`config.mk`:
```
export PLATFORM = sky130hd
export DESIGN_NAME = oaram_writer
export DESIGN_NICKNAME = d
export VERILOG_FILES = /design/src/rtl/oaram_writer.sv
export SDC_FILE = /design/constraint.sdc
export NUM_CORES = 1
export LEC_CHECK = 0
export ABC_CLOCK_PERIOD_IN_PS = 3700
export BUFFER_PORTS_ARGS = -buffer_cell sky130_fd_sc_hd__buf_2
export CORE_MARGIN = 2
export CORE_UTILIZATION = 35
export DETAILED_ROUTE_END_ITERATION = 8
export RECOVER_POWER = 25
export SYNTH_ARGS = -nofsm -noshare
export SYNTH_HDL_FRONTEND = slang
export SYNTH_SLANG_ARGS = --single-unit
```
`constraint.sdc`:
```
create_clock -name clk -period 3.7 [get_ports clk]
set_clock_uncertainty 0.1 [all_clocks]
set_input_delay 0.74 -clock clk [delete_from_list [all_inputs] [get_ports clk]]
set_output_delay 0.74 -clock clk [all_outputs]
set_load 0.01 [all_outputs]
```
`src/rtl/oaram_writer.sv`:
```
// oaram_writer: zero-run-length compresses a stream of post-ReLU activations
// into (value, zero-count) entries and writes them to the output activation RAM.
// Channel groups are delimited by in_last; the write pointer persists across groups.
module oaram_writer #(
  parameter int RAM_WIDTH   = 10,
  parameter int INDEX_WIDTH = 4
) (
  input  logic                   clk,
  input  logic                   reset_n,
  input  logic                   in_valid,
  input  logic [7:0]             in_value,
  input  logic                   in_last,
  output logic                   in_ready,
  output logic [7:0]             oaram_value,
  output logic [INDEX_WIDTH-1:0] oaram_indices_value,
  output logic [RAM_WIDTH-1:0]   oaram_address,
  output logic                   oaram_write_enable,
  output logic                   group_done,
  output logic [RAM_WIDTH:0]     group_entry_count,
  output logic                   oaram_full
);

  localparam logic [INDEX_WIDTH-1:0] MAXRUN = '1;

  typedef enum logic {RUN, DONE} state_t;

  state_t                 state_q, state_d;
  logic [INDEX_WIDTH-1:0] zrun_q, zrun_d;
  logic [RAM_WIDTH-1:0]   ptr_q, ptr_d;
  logic [RAM_WIDTH:0]     count_q, count_d;
  logic                   full_q, full_d;
  logic [7:0]             value_q, value_d;
  logic [INDEX_WIDTH-1:0] idx_q, idx_d;
  logic [RAM_WIDTH-1:0]   addr_q, addr_d;
  logic                   we_q, we_d;

  logic accept;
  logic emit;

  // Next-state: run-length tracking, entry emission, pointer/count/full, group FSM
  always_comb begin
    state_d = state_q;
    zrun_d  = zrun_q;
    ptr_d   = ptr_q;
    count_d = count_q;
    full_d  = full_q;
    value_d = value_q;
    idx_d   = idx_q;
    addr_d  = addr_q;
    we_d    = 1'b0;

    accept = in_valid && (state_q == RUN);
    // A zero at max run emits value 0 with idx = zrun_q = MAXRUN,
    // so nonzero entries and max-run zero entries share the same write path.
    emit   = accept && ((in_value != 8'd0) || (zrun_q == MAXRUN));

    unique case (state_q)
      RUN: begin
        if (emit) begin
          zrun_d = '0;
          if (!full_q) begin
            we_d    = 1'b1;
            value_d = in_value;
            idx_d   = zrun_q;
            addr_d  = ptr_q;
            count_d = count_q + (RAM_WIDTH+1)'(1);
            if (ptr_q == '1) full_d = 1'b1;
            else             ptr_d  = ptr_q + RAM_WIDTH'(1);
          end
        end else if (accept) begin
          zrun_d = zrun_q + INDEX_WIDTH'(1);
        end
        if (accept && in_last) begin
          zrun_d  = '0;
          state_d = DONE;
        end
      end
      DONE: begin
        count_d = '0;
        state_d = RUN;
      end
      default: state_d = RUN;
    endcase
  end

  // State and registered RAM-side outputs, all cleared asynchronously
  always_ff @(posedge clk or negedge reset_n) begin
    if (!reset_n) begin
      state_q <= RUN;
      zrun_q  <= '0;
      ptr_q   <= '0;
      count_q <= '0;
      full_q  <= 1'b0;
      value_q <= '0;
      idx_q   <= '0;
      addr_q  <= '0;
      we_q    <= 1'b0;
    end else begin
      state_q <= state_d;
      zrun_q  <= zrun_d;
      ptr_q   <= ptr_d;
      count_q <= count_d;
      full_q  <= full_d;
      value_q <= value_d;
      idx_q   <= idx_d;
      addr_q  <= addr_d;
      we_q    <= we_d;
    end
  end

  // in_ready is gated by reset_n so it reads 0 while reset is held
  assign in_ready            = reset_n && (state_q == RUN);
  assign group_done          = (state_q == DONE);
  assign group_entry_count   = group_done ? count_q : '0;
  assign oaram_value         = value_q;
  assign oaram_indices_value = idx_q;
  assign oaram_address       = addr_q;
  assign oaram_write_enable  = we_q;
  assign oaram_full          = full_q;

endmodule
```
After elaboration in Yosys (flattened, before gate mapping)
Cells that the tools add are included.

cells by class
  $add $sub $neg = 3
  equal/unequal tests = 4
  muxes and demuxes = 14
  bitwise logic cells = 3
  reductions and logical operators = 12

operators by type and width
  cell                                           count
  two-way mux 11 bit                             3
  one-hot mux 11 bit (2 select lines)            1
  two-way mux 4 bit                              3
  adder 11 x 1 -> 11 bit, second input constant  1
  adder 10 x 1 -> 10 bit, second input constant  1
  == test 10 bit, second input constant          1
  nonzero test 8 bit                             1
  two-way mux 1 bit                              6
  AND reduction 2 bit                            3
  adder 4 x 1 -> 4 bit, second input constant    1
  == test 4 bit, second input constant           1
  logical AND 1 bit                              4
  inequality test 2 bit, second input constant   2
  AND reduction 4 bit                            1
  NOT 1 bit                                      3
  AND reduction 3 bit                            1
  nonzero test 3 bit                             1
  one-hot mux 1 bit (2 select lines)             1
  logical OR 1 bit                               1

word-level totals
  bits in registers = 50
  input port bits = 12
  output and inout port bits = 37
  word-level logic and storage cells = 45

Longest topological paths before layout
Gate-level depths: netlist of the first run.

  word-level depth = 5
  depth in mapped cells = 8
  mapped depth without buffers = 6

Least setup slack after synthesis of the first run
Ideal clock, no wire load.

  path type = in2reg
  from = input in_value[1]
  to = register ptr_q[2]
  setup time = 0.125 ns
  arrival = 1.903 ns
  data required time = 3.475 ns
  path slack = 1.573 ns
  stages = 6
  path buffers = 1
  path through = nor4_2 -> a311o_1 -> inv_2 -> buf_2 -> and3_1 -> xor2_1

on the way
  word-level cells in the longest chain between the ends = 4

ends and longest elaborated chain
  what                                  line  RTL
  from (decl)                           11    input logic [7:0] in_value,
  nonzero test 8 bit                    55    emit = accept && ((in_value != 8'd0) || (zrun_q == MAXRUN));
  logical OR 1 bit                      55
  logical AND 1 bit                     55
  AND reduction 4 bit (no source line)  -
  to (signal assigned)                  101   ptr_q <= ptr_d;
  to (decl)                             29    logic [RAM_WIDTH-1:0] ptr_q, ptr_d;

No other way between the ends.
A chain may end at the register's enable or synchronous reset.

Worst setup path after layout of the first run
  from = input in_value[1]
  to = register ptr_q[8]

Same word-level chain as after synthesis.

==> flow_summary.toml, run 1 <==
[status]
status = "complete, no violations"

[global_routing]
grt_pass1_vias = 1722
grt_max_degree = 51
grt_antenna_before_repair = 0
grt_usage_pct = 14.19
grt_overflow_total = 0
grt_pass1_wl_um = 8231

[sta]
tightest_slew_ps = 1235
timing.final.hold_violations = 0
setup_tns_ps = 0
holdWs_ps = 374.3
max_freq_mhz = 373.0
layout_min_cycle_time_ps = 2681
rsz0062_at_grt = "no"
drv_slew = 0
period_share_pct = 72.47
setup_violations = 0
slew_headroom_pct = 17.69

[die]
core_area_sq_um = 6386
io_pins = 49
chipHeight_um = 85.70
row_count = 29
initial_core_util_pct = 36.58
die_w_um = 85.70
die_area_sq_um = 7344

[logic_synthesis]
synth_ff_type = "dfrtp_1"
synth_nets = 260
synth_seq_area_share_pct = 53.56
synth_area_sq_um = 2336
synth-seq-cells = 50
synth_top_cell_by_area = "dfrtp_1"
postSynthCellCount = 245
synth_area_per_cell_sq_um = 9.535
async_flop_share_pct = 100.0
yosysWarningCount = 0
synth_edf_count = 0
yosysTopAreaCellShare_pct = 53.56
yosysUniqueCellTypes = 36
synth_area_leaders = "dfrtp_1 54%, nand2_1 12%, and2_1 3.5%, nand3_1 2.1%, a21oi_1 1.9%"

[placement]
dpl.cell_count = 363
portBuffers = 48
dp_hpwl_um = 3447
place_area_sq_um = 2649
place_congestion = 0.7881

[route]
vias_per_cell = 4.995
postRouteAntennaNets = 0
dr_total_vias = 1853
first_pass_iters = 4
wl_per_cell_um = 13.36
postRouteWirelength_um = 4957
route.detailed.drc = 0
drtIter0Drc = 98

[finish]
final_layout_size_suffix_gt1_share_pct = 22.45
antennaDiodeCount = 0
num-fill-cells = 641
final_cell_mix = "75 x nand2_1, 50 x dfrtp_1, 47 x buf_2"
fin_cells = 371
mostFrequentLayoutCell = "nand2_1"
area_delta_synth_final_pct = 17.73
stdcell_area_sq_um = 2750
num-nets-final = 308

[clock_tree]
cts_inserted_buffers = 5
cts_tree = "built"
clk_path_buf_depth = 2
htreeDepth = 2
clk_pin_slew_ps = 80
cts.sinks = 50
post_cts_resized = 0
root_buffer = "clkbuf_8"
worstSkewPairLatency_ps = 310
cts_setup_buffers = 0
cts_hold_buf = 0

[setup_path]
crit_end = "ptr_q[8]$_DFFE_PN0P_"
reg2reg_depth = 5
crit_family = "simple AND/OR/NAND/NOR gates"
regToRegSetupSlack_ps = 1030
required_ps = 3790
critPathMaxFanout = 30
path_depth = 6
start_kind = "primary input"
crit_arrival_ps = 2770
critPathKind = "primary input to register"
worst_setup_path_end_kind = "register"
timing.rr.end = "ptr_q[8]$_DFFE_PN0P_"
r2r_start = "group_done$_DFF_PN0_"
worst-path-buf-inv = 2
slowest_stage = "a311o_1"
cpPeakStageDelay_ps = 590
startpoint = "in_value[1]"
path_cells = "buf_2 > nor4_2 > a311o_1 > inv_2 > nand4_1 > mux2_1"

[power]
pwr-share-seq_pct = 54.1
p_int_uw = 937.5
p_sw_uw = 441.3
combPwrFrac_pct = 20.2
sw_frac_of_total_pct = 32.00
pwr-share-clk_pct = 25.7
ir_drop_mv = 0.2595
powerDensity_nw_per_um2 = 501.4
leakagePower_nw = 1.379

[worst_hold_path]
holdCritPathClass = "register to register"

[run]
max_cap_violations = 0
[layout make-up]
type	count	area (sq um)	share of cell area (%)
repair buffers	50	264.0	9.600
clock inverters	1	8.758	0.3185
inverters	4	15.01	0.5460
flip-flops and latches	50	1251	45.50
clock buffers	7	96.34	3.503
multi-input cells	182	1018	37.03
well taps	77	96.34	3.503
[layer usage]
metal	routed length, um	up-vias	global-route usage [%]	part of all wire, %
met2	2308	35	22.51	47
met4	62	0	4.040	1.3
met1	2349	880	18.72	47
met3	236	8	4.524	4.8
met5	0	-	0	0
li1	-	930	-	-
[cell families (layout without fill, tap and decap cells)]
kind of cell	after synthesis	count (layout)	synth area share (%)
simple gates	140	140	30.48
flops	50	50	53.56
compound gates	28	28	7.070
buf+inv	13	62	2.839
xor+xnor	8	8	3.000
fa+ha+maj	3	3	1.607
mux	3	3	1.446
[worst min path at each step]
stage / start / endpoint / depth (start not counted)
final: oaram_address[7]$_DFFE_PN0P_ / oaram_address[7]$_DFFE_PN0P_ / 2
after global routing: oaram_value[1]$_DFFE_PN0P_ / oaram_value[1]$_DFFE_PN0P_ / 2
after CTS: oaram_value[6]$_DFFE_PN0P_ / oaram_value[6]$_DFFE_PN0P_ / 2
after detailed placement: oaram_value[6]$_DFFE_PN0P_ / oaram_value[6]$_DFFE_PN0P_ / 2
after global placement: oaram_value[6]$_DFFE_PN0P_ / oaram_value[6]$_DFFE_PN0P_ / 2
after floorplan: reset_n / count_q[0]$_DFFE_PN0P_ / 0
[registers in the layout, indices dropped and copies added, names as in the netlist]
register             cells
group_done               1
ptr_q                   10
oaram_value              8
oaram_indices_value      4
zrun_q                   4
oaram_full               1
count_q                 11
oaram_address           10
oaram_write_enable       1
[worst min-delay path: stages (launching register included)]
cell,delay [ps]
dfrtp_1,340
nand2_1,50
nand2_1,60
[synthesized netlist by cell type, types with 2 or more instances]
master / instances
nand3_1: 10
nor2_1: 4
mux2_1: 3
o31ai_1: 3
nand4_1: 6
clkbuf_1: 2
o21ai_0: 5
buf_2: 5
nand2b_1: 3
inv_1: 3
and3_1: 3
nor3_1: 3
xnor2_1: 3
nor2b_1: 2
nor4_2: 3
and2_1: 13
dfrtp_1: 50
o21ai_1: 7
or4_1: 5
a311o_1: 2
a21oi_1: 9
ha_1: 3
nand2_1: 75
or3_1: 7
xor2_1: 5
[per-stage QoR]
stage          setup slack, ps  util, %  total power [mW]
2_1_floorplan             1573        -            0.9172
3_3_place_gp             738.6    41.48             1.033
3_5_place_dp             687.4    41.48             1.041
4_1_cts                  999.7    43.12             1.402
5_1_grt                  760.7    43.06             1.477
6_report                  1019    43.06             1.379
[power groups by stage]
stage	Sequential [mW]	Clock (mW)	Combinational [mW]
floorplan	0.757	0	0.161
global placement	0.753	0	0.280
detailed placement	0.754	0	0.287
CTS	0.747	0.369	0.286
global route	0.767	0.392	0.319
finish	0.747	0.354	0.278
No activity file was read; power rests on OpenSTA's default activity.
==> run 2, diff against run 1 <==
- ABC_CLOCK_PERIOD_IN_PS: 3700 -> 2400
- clock period: 3.7 -> 2.4 ns (I/O delays scaled with it)
==> flow_summary.toml, run 2 (synthesis gave the netlist of run 1 again) <==
[status]
status = "complete, no violations"

[route]
vias_per_cell = 5.019
route.detailed.drc = 0
wl_per_cell_um = 13.19
postRouteAntennaNets = 0
postRouteWirelength_um = 4945
dr_total_vias = 1882
first_pass_iters = 4
drtIter0Drc = 91

[global_routing]
grt_overflow_total = 0
grt_pass1_wl_um = 8362
grt_pass1_vias = 1757
grt_max_degree = 51
grt_usage_pct = 14.38
grt_antenna_before_repair = 0

[clock_tree]
clk_pin_slew_ps = 90
worstSkewPairLatency_ps = 300
root_buffer = "clkbuf_8"
cts_inserted_buffers = 5
cts.sinks = 50
post_cts_resized = 0
htreeDepth = 2
clk_path_buf_depth = 2
cts_hold_buf = 0
cts_tree = "built"
cts_setup_buffers = 0

[power]
ir_drop_mv = 0.3681
powerDensity_nw_per_um2 = 740.3
p_total_mw = 2.044
leakagePower_nw = 1.394

[finish]
mostFrequentLayoutCell = "nand2_1"
fin_util_pct = 43.24
num-nets-final = 313
largest_reg_flops = 11
final_layout_size_suffix_gt1_share_pct = 23.49
antennaDiodeCount = 0
area_delta_synth_final_pct = 18.21
fin_cells = 375
num-fill-cells = 646
final_cell_mix = "75 x nand2_1, 50 x dfrtp_1, 47 x buf_2"
regMostFlops = "count_q"
stdcell_area_sq_um = 2761

[placement]
place_area_sq_um = 2686
dpl.cell_count = 368
place_ws_ps = 163.9
place_congestion = 0.7281
portBuffers = 48
dp_hpwl_um = 3453

[die]
io_pins = 49
initial_core_util_pct = 36.58
row_count = 29
die_area_sq_um = 7344
core_area_sq_um = 6386
die_w_um = 85.70
chipHeight_um = 85.70

[setup_path]
regToRegSetupSlack_ps = 200
crit_arrival_ps = 2330
critPathMaxFanout = 15
critPathKind = "register to register"
reg2reg_depth = 5
start_kind = "register"
required_ps = 2530
worst_setup_path_end_kind = "register"

[worst_hold_path]
hold_depth = 3
holdCritPathClass = "primary input to register"

[sta]
holdWs_ps = 299.1
rsz0062_at_grt = "no"
layout_min_cycle_time_ps = 2200
slew_headroom_pct = 17.57
drv_slew = 0
setup_violations = 0
period_share_pct = 91.66
worst_slack_ps = 200.2
tightest_slew_ps = 1236
timing.final.hold_violations = 0
max_freq_mhz = 454.6
setup_tns_ps = 0

[run]
max_cap_violations = 0
run 2: worst max-delay path, cell delays in order, from the launching register on:
cell and delay (ps):
dfrtp_1 410, ha_1 230, nand3_2 110, a311o_1 560, or4_1 560, a21oi_1 150
run 2: per-layer routing:
layer  vias up  part of all wire [%]  GRT usage, %
met5         -                     0             0
met4         0                   1.1         3.896
met3         6                   5.3         4.235
met2        40                    46         21.80
met1       896                    48         20.17
li1        940                     -             -
run 2: cell type report:
type                    instances  area (sq um)  share of cell area (%)
well taps                      77         96.34                   3.489
inverters                       4         15.01                  0.5437
flip-flops and latches         50          1251                   45.31
repair buffers                 55         301.5                   10.92
multi-input cells             182          1018                   36.88
clock buffers                   5         68.82                   2.492
clock inverters                 2         10.01                  0.3625
run 2: report_power, final:
| part | switching, mW | internal [mW] | total [mW] |
|---|---|---|---|
| Sequential | 0.151 | 0.996 | 1.15 |
| Combinational | 0.249 | 0.188 | 0.436 |
| Clock | 0.266 | 0.196 | 0.462 |
run 2: final timing paths:
check / startpoint / to
worst min register to register: oaram_value[7]$_DFFE_PN0P_ / oaram_value[7]$_DFFE_PN0P_
worst max-delay path: zrun_q[0]$_DFFE_PN0P_ / count_q[8]$_DFFE_PN0P_
max in group asynchronous: reset_n / count_q[1]$_DFFE_PN0P_
worst max register to register: zrun_q[0]$_DFFE_PN0P_ / count_q[8]$_DFFE_PN0P_
min in group asynchronous: reset_n / oaram_address[1]$_DFFE_PN0P_
worst min-delay path: in_value[6] / oaram_value[6]$_DFFE_PN0P_
==> run 3, diff against run 2 <==
- BUFFER_PORTS_ARGS: -buffer_cell sky130_fd_sc_hd__buf_2 -> unset
- DONT_BUFFER_PORTS: unset -> 1
- PLACE_DENSITY: unset -> 0.51
==> flow_summary.toml, run 3 (synthesis gave the netlist of run 1 again) <==
[setup_path]
slowest_stage = "a311o_1"
r2r_start = "zrun_q[0]$_DFFE_PN0P_"
path_cells = "ha_1 > nand3_2 > a311o_1 > or4_1 > a21oi_1"
crit_arrival_ps = 2340
regToRegSetupSlack_ps = 200
required_ps = 2540
critPathKind = "register to register"
timing.rr.end = "count_q[9]$_DFFE_PN0P_"
worst_setup_path_end_kind = "register"
start_kind = "register"
crit_family = "compound AO/OA/AOI/OAI gates"
worst-path-buf-inv = 0
critPathMaxFanout = 15
cpPeakStageDelay_ps = 560
reg2reg_depth = 5

[finish]
final_layout_size_suffix_gt1_share_pct = 9.524
num-nets-final = 266
antennaDiodeCount = 0
final_cell_mix = "75 x nand2_1, 50 x dfrtp_1, 13 x and2_1"
area_delta_synth_final_pct = 8.570
regMostFlops = "count_q"
largest_reg_flops = 11
mostFrequentLayoutCell = "nand2_1"
stdcell_area_sq_um = 2536
fin_cells = 329

[placement]
place_area_sq_um = 2426
place_congestion = 0.6755
dp_hpwl_um = 3258
portBuffers = 0
dpl.cell_count = 319

[power]
ir_drop_mv = 0.3511
leakagePower_nw = 1.169
powerDensity_nw_per_um2 = 799.0
p_total_mw = 2.026

[sta]
rsz0062_at_grt = "no"
timing.final.hold_violations = 0
slew_headroom_pct = 18.07
setup_violations = 0
period_share_pct = 91.79
drv_slew = 0
max_freq_mhz = 453.9
setup_tns_ps = 0
layout_min_cycle_time_ps = 2203
tightest_slew_ps = 1229

[worst_hold_path]
hold_end = "oaram_value[1]$_DFFE_PN0P_"
hold_depth = 2
holdCritPathClass = "primary input to register"
worstHoldStart = "in_value[1]"

[clock_tree]
htreeDepth = 2
cts_inserted_buffers = 5
cts_tree = "built"
post_cts_resized = 0
clk_path_buf_depth = 2
cts.sinks = 50
root_buffer = "clkbuf_8"
worstSkewPairLatency_ps = 310
clk_pin_slew_ps = 100

[route]
first_pass_iters = 4
route.detailed.drc = 0
postRouteWirelength_um = 4813
postRouteAntennaNets = 0
dr_total_vias = 1732
wl_per_cell_um = 14.63
drtIter0Drc = 67
vias_per_cell = 5.264

[die]
initial_core_util_pct = 36.58
die_w_um = 85.70
io_pins = 49
chipHeight_um = 85.70
core_area_sq_um = 6386
row_count = 29
die_area_sq_um = 7344

[run]
max_cap_violations = 0

[global_routing]
grt_pass1_vias = 1786
grt_overflow_total = 0
grt_usage_pct = 14.68
grt_pass1_wl_um = 8507
grt_max_degree = 51
grt_antenna_before_repair = 0

[status]
status = "complete, no violations"
==> run 3: worst max-delay path by stage <==
stage	from	end	slack, ps	cells after the start
after global placement	zrun_q[0]$_DFFE_PN0P_	count_q[8]$_DFFE_PN0P_	270	5
after floorplan	zrun_q[0]$_DFFE_PN0P_	count_q[7]$_DFFE_PN0P_	520	6
after global routing	zrun_q[0]$_DFFE_PN0P_	count_q[9]$_DFFE_PN0P_	20	5
final	zrun_q[0]$_DFFE_PN0P_	count_q[9]$_DFFE_PN0P_	200	5
after CTS	zrun_q[0]$_DFFE_PN0P_	count_q[9]$_DFFE_PN0P_	190	5
after detailed placement	zrun_q[0]$_DFFE_PN0P_	count_q[9]$_DFFE_PN0P_	210	5
==> run 3: power by group <==
| part | switching (mW) | leakage, nW | total (mW) | internal (mW) |
|---|---|---|---|---|
| Sequential | 0.196 | 0.654 | 1.19 | 0.996 |
| Combinational | 0.174 | 0.468 | 0.308 | 0.134 |
| Clock | 0.295 | 0.0472 | 0.527 | 0.232 |
| Total | 0.664 | 1.17 | 2.03 | 1.36 |
==> run 3: worst register-to-register path: cells and delay by family (launching register included) <==
kind | cells | cell delay, ps
and+or+nand+nor | 2 | 680
DFF | 1 | 420
adders and majority gates | 1 | 220
AOI/OAI and AO/OA | 2 | 710
==> run 3: cell type report <==
type / instances / area, sq um
Tap cell: 77 / 96.34
Clock inverter: 2 / 12.51
Sequential cell: 50 / 1251
Timing Repair Buffer: 8 / 60.06
Fill cell: 649 / 3850
Multi-Input combinational cell: 182 / 1018
Clock buffer: 6 / 82.58
Inverter: 4 / 15.01
==> run 3: through the flow <==
step           setup WS [ps]  hold WS (ps)  utilization [%]
2_1_floorplan          525.0         84.41                -
3_3_place_gp           273.4         86.89            37.99
3_5_place_dp           207.5         86.01            37.99
4_1_cts                188.3         152.8            40.07
5_1_grt                15.01         170.7            39.71
6_report               197.1         160.1            39.71
==> run 3: repair_timing <==
item,in CTS,in global routing
hold endpoints to repair,50,0
buffers inserted,0,0
hold buffers,2,0
==> run 3: per-layer routing <==
| metal | vias to the layer above | global-route usage [%] | share of wire [%] |
|---|---|---|---|
| li1 | 843 | - | - |
| met1 | 849 | 18.56 | 45 |
| met2 | 35 | 23.72 | 47 |
| met3 | 5 | 4.331 | 6.2 |
| met4 | 0 | 5.772 | 1.8 |
| met5 | - | 0 | 0 |
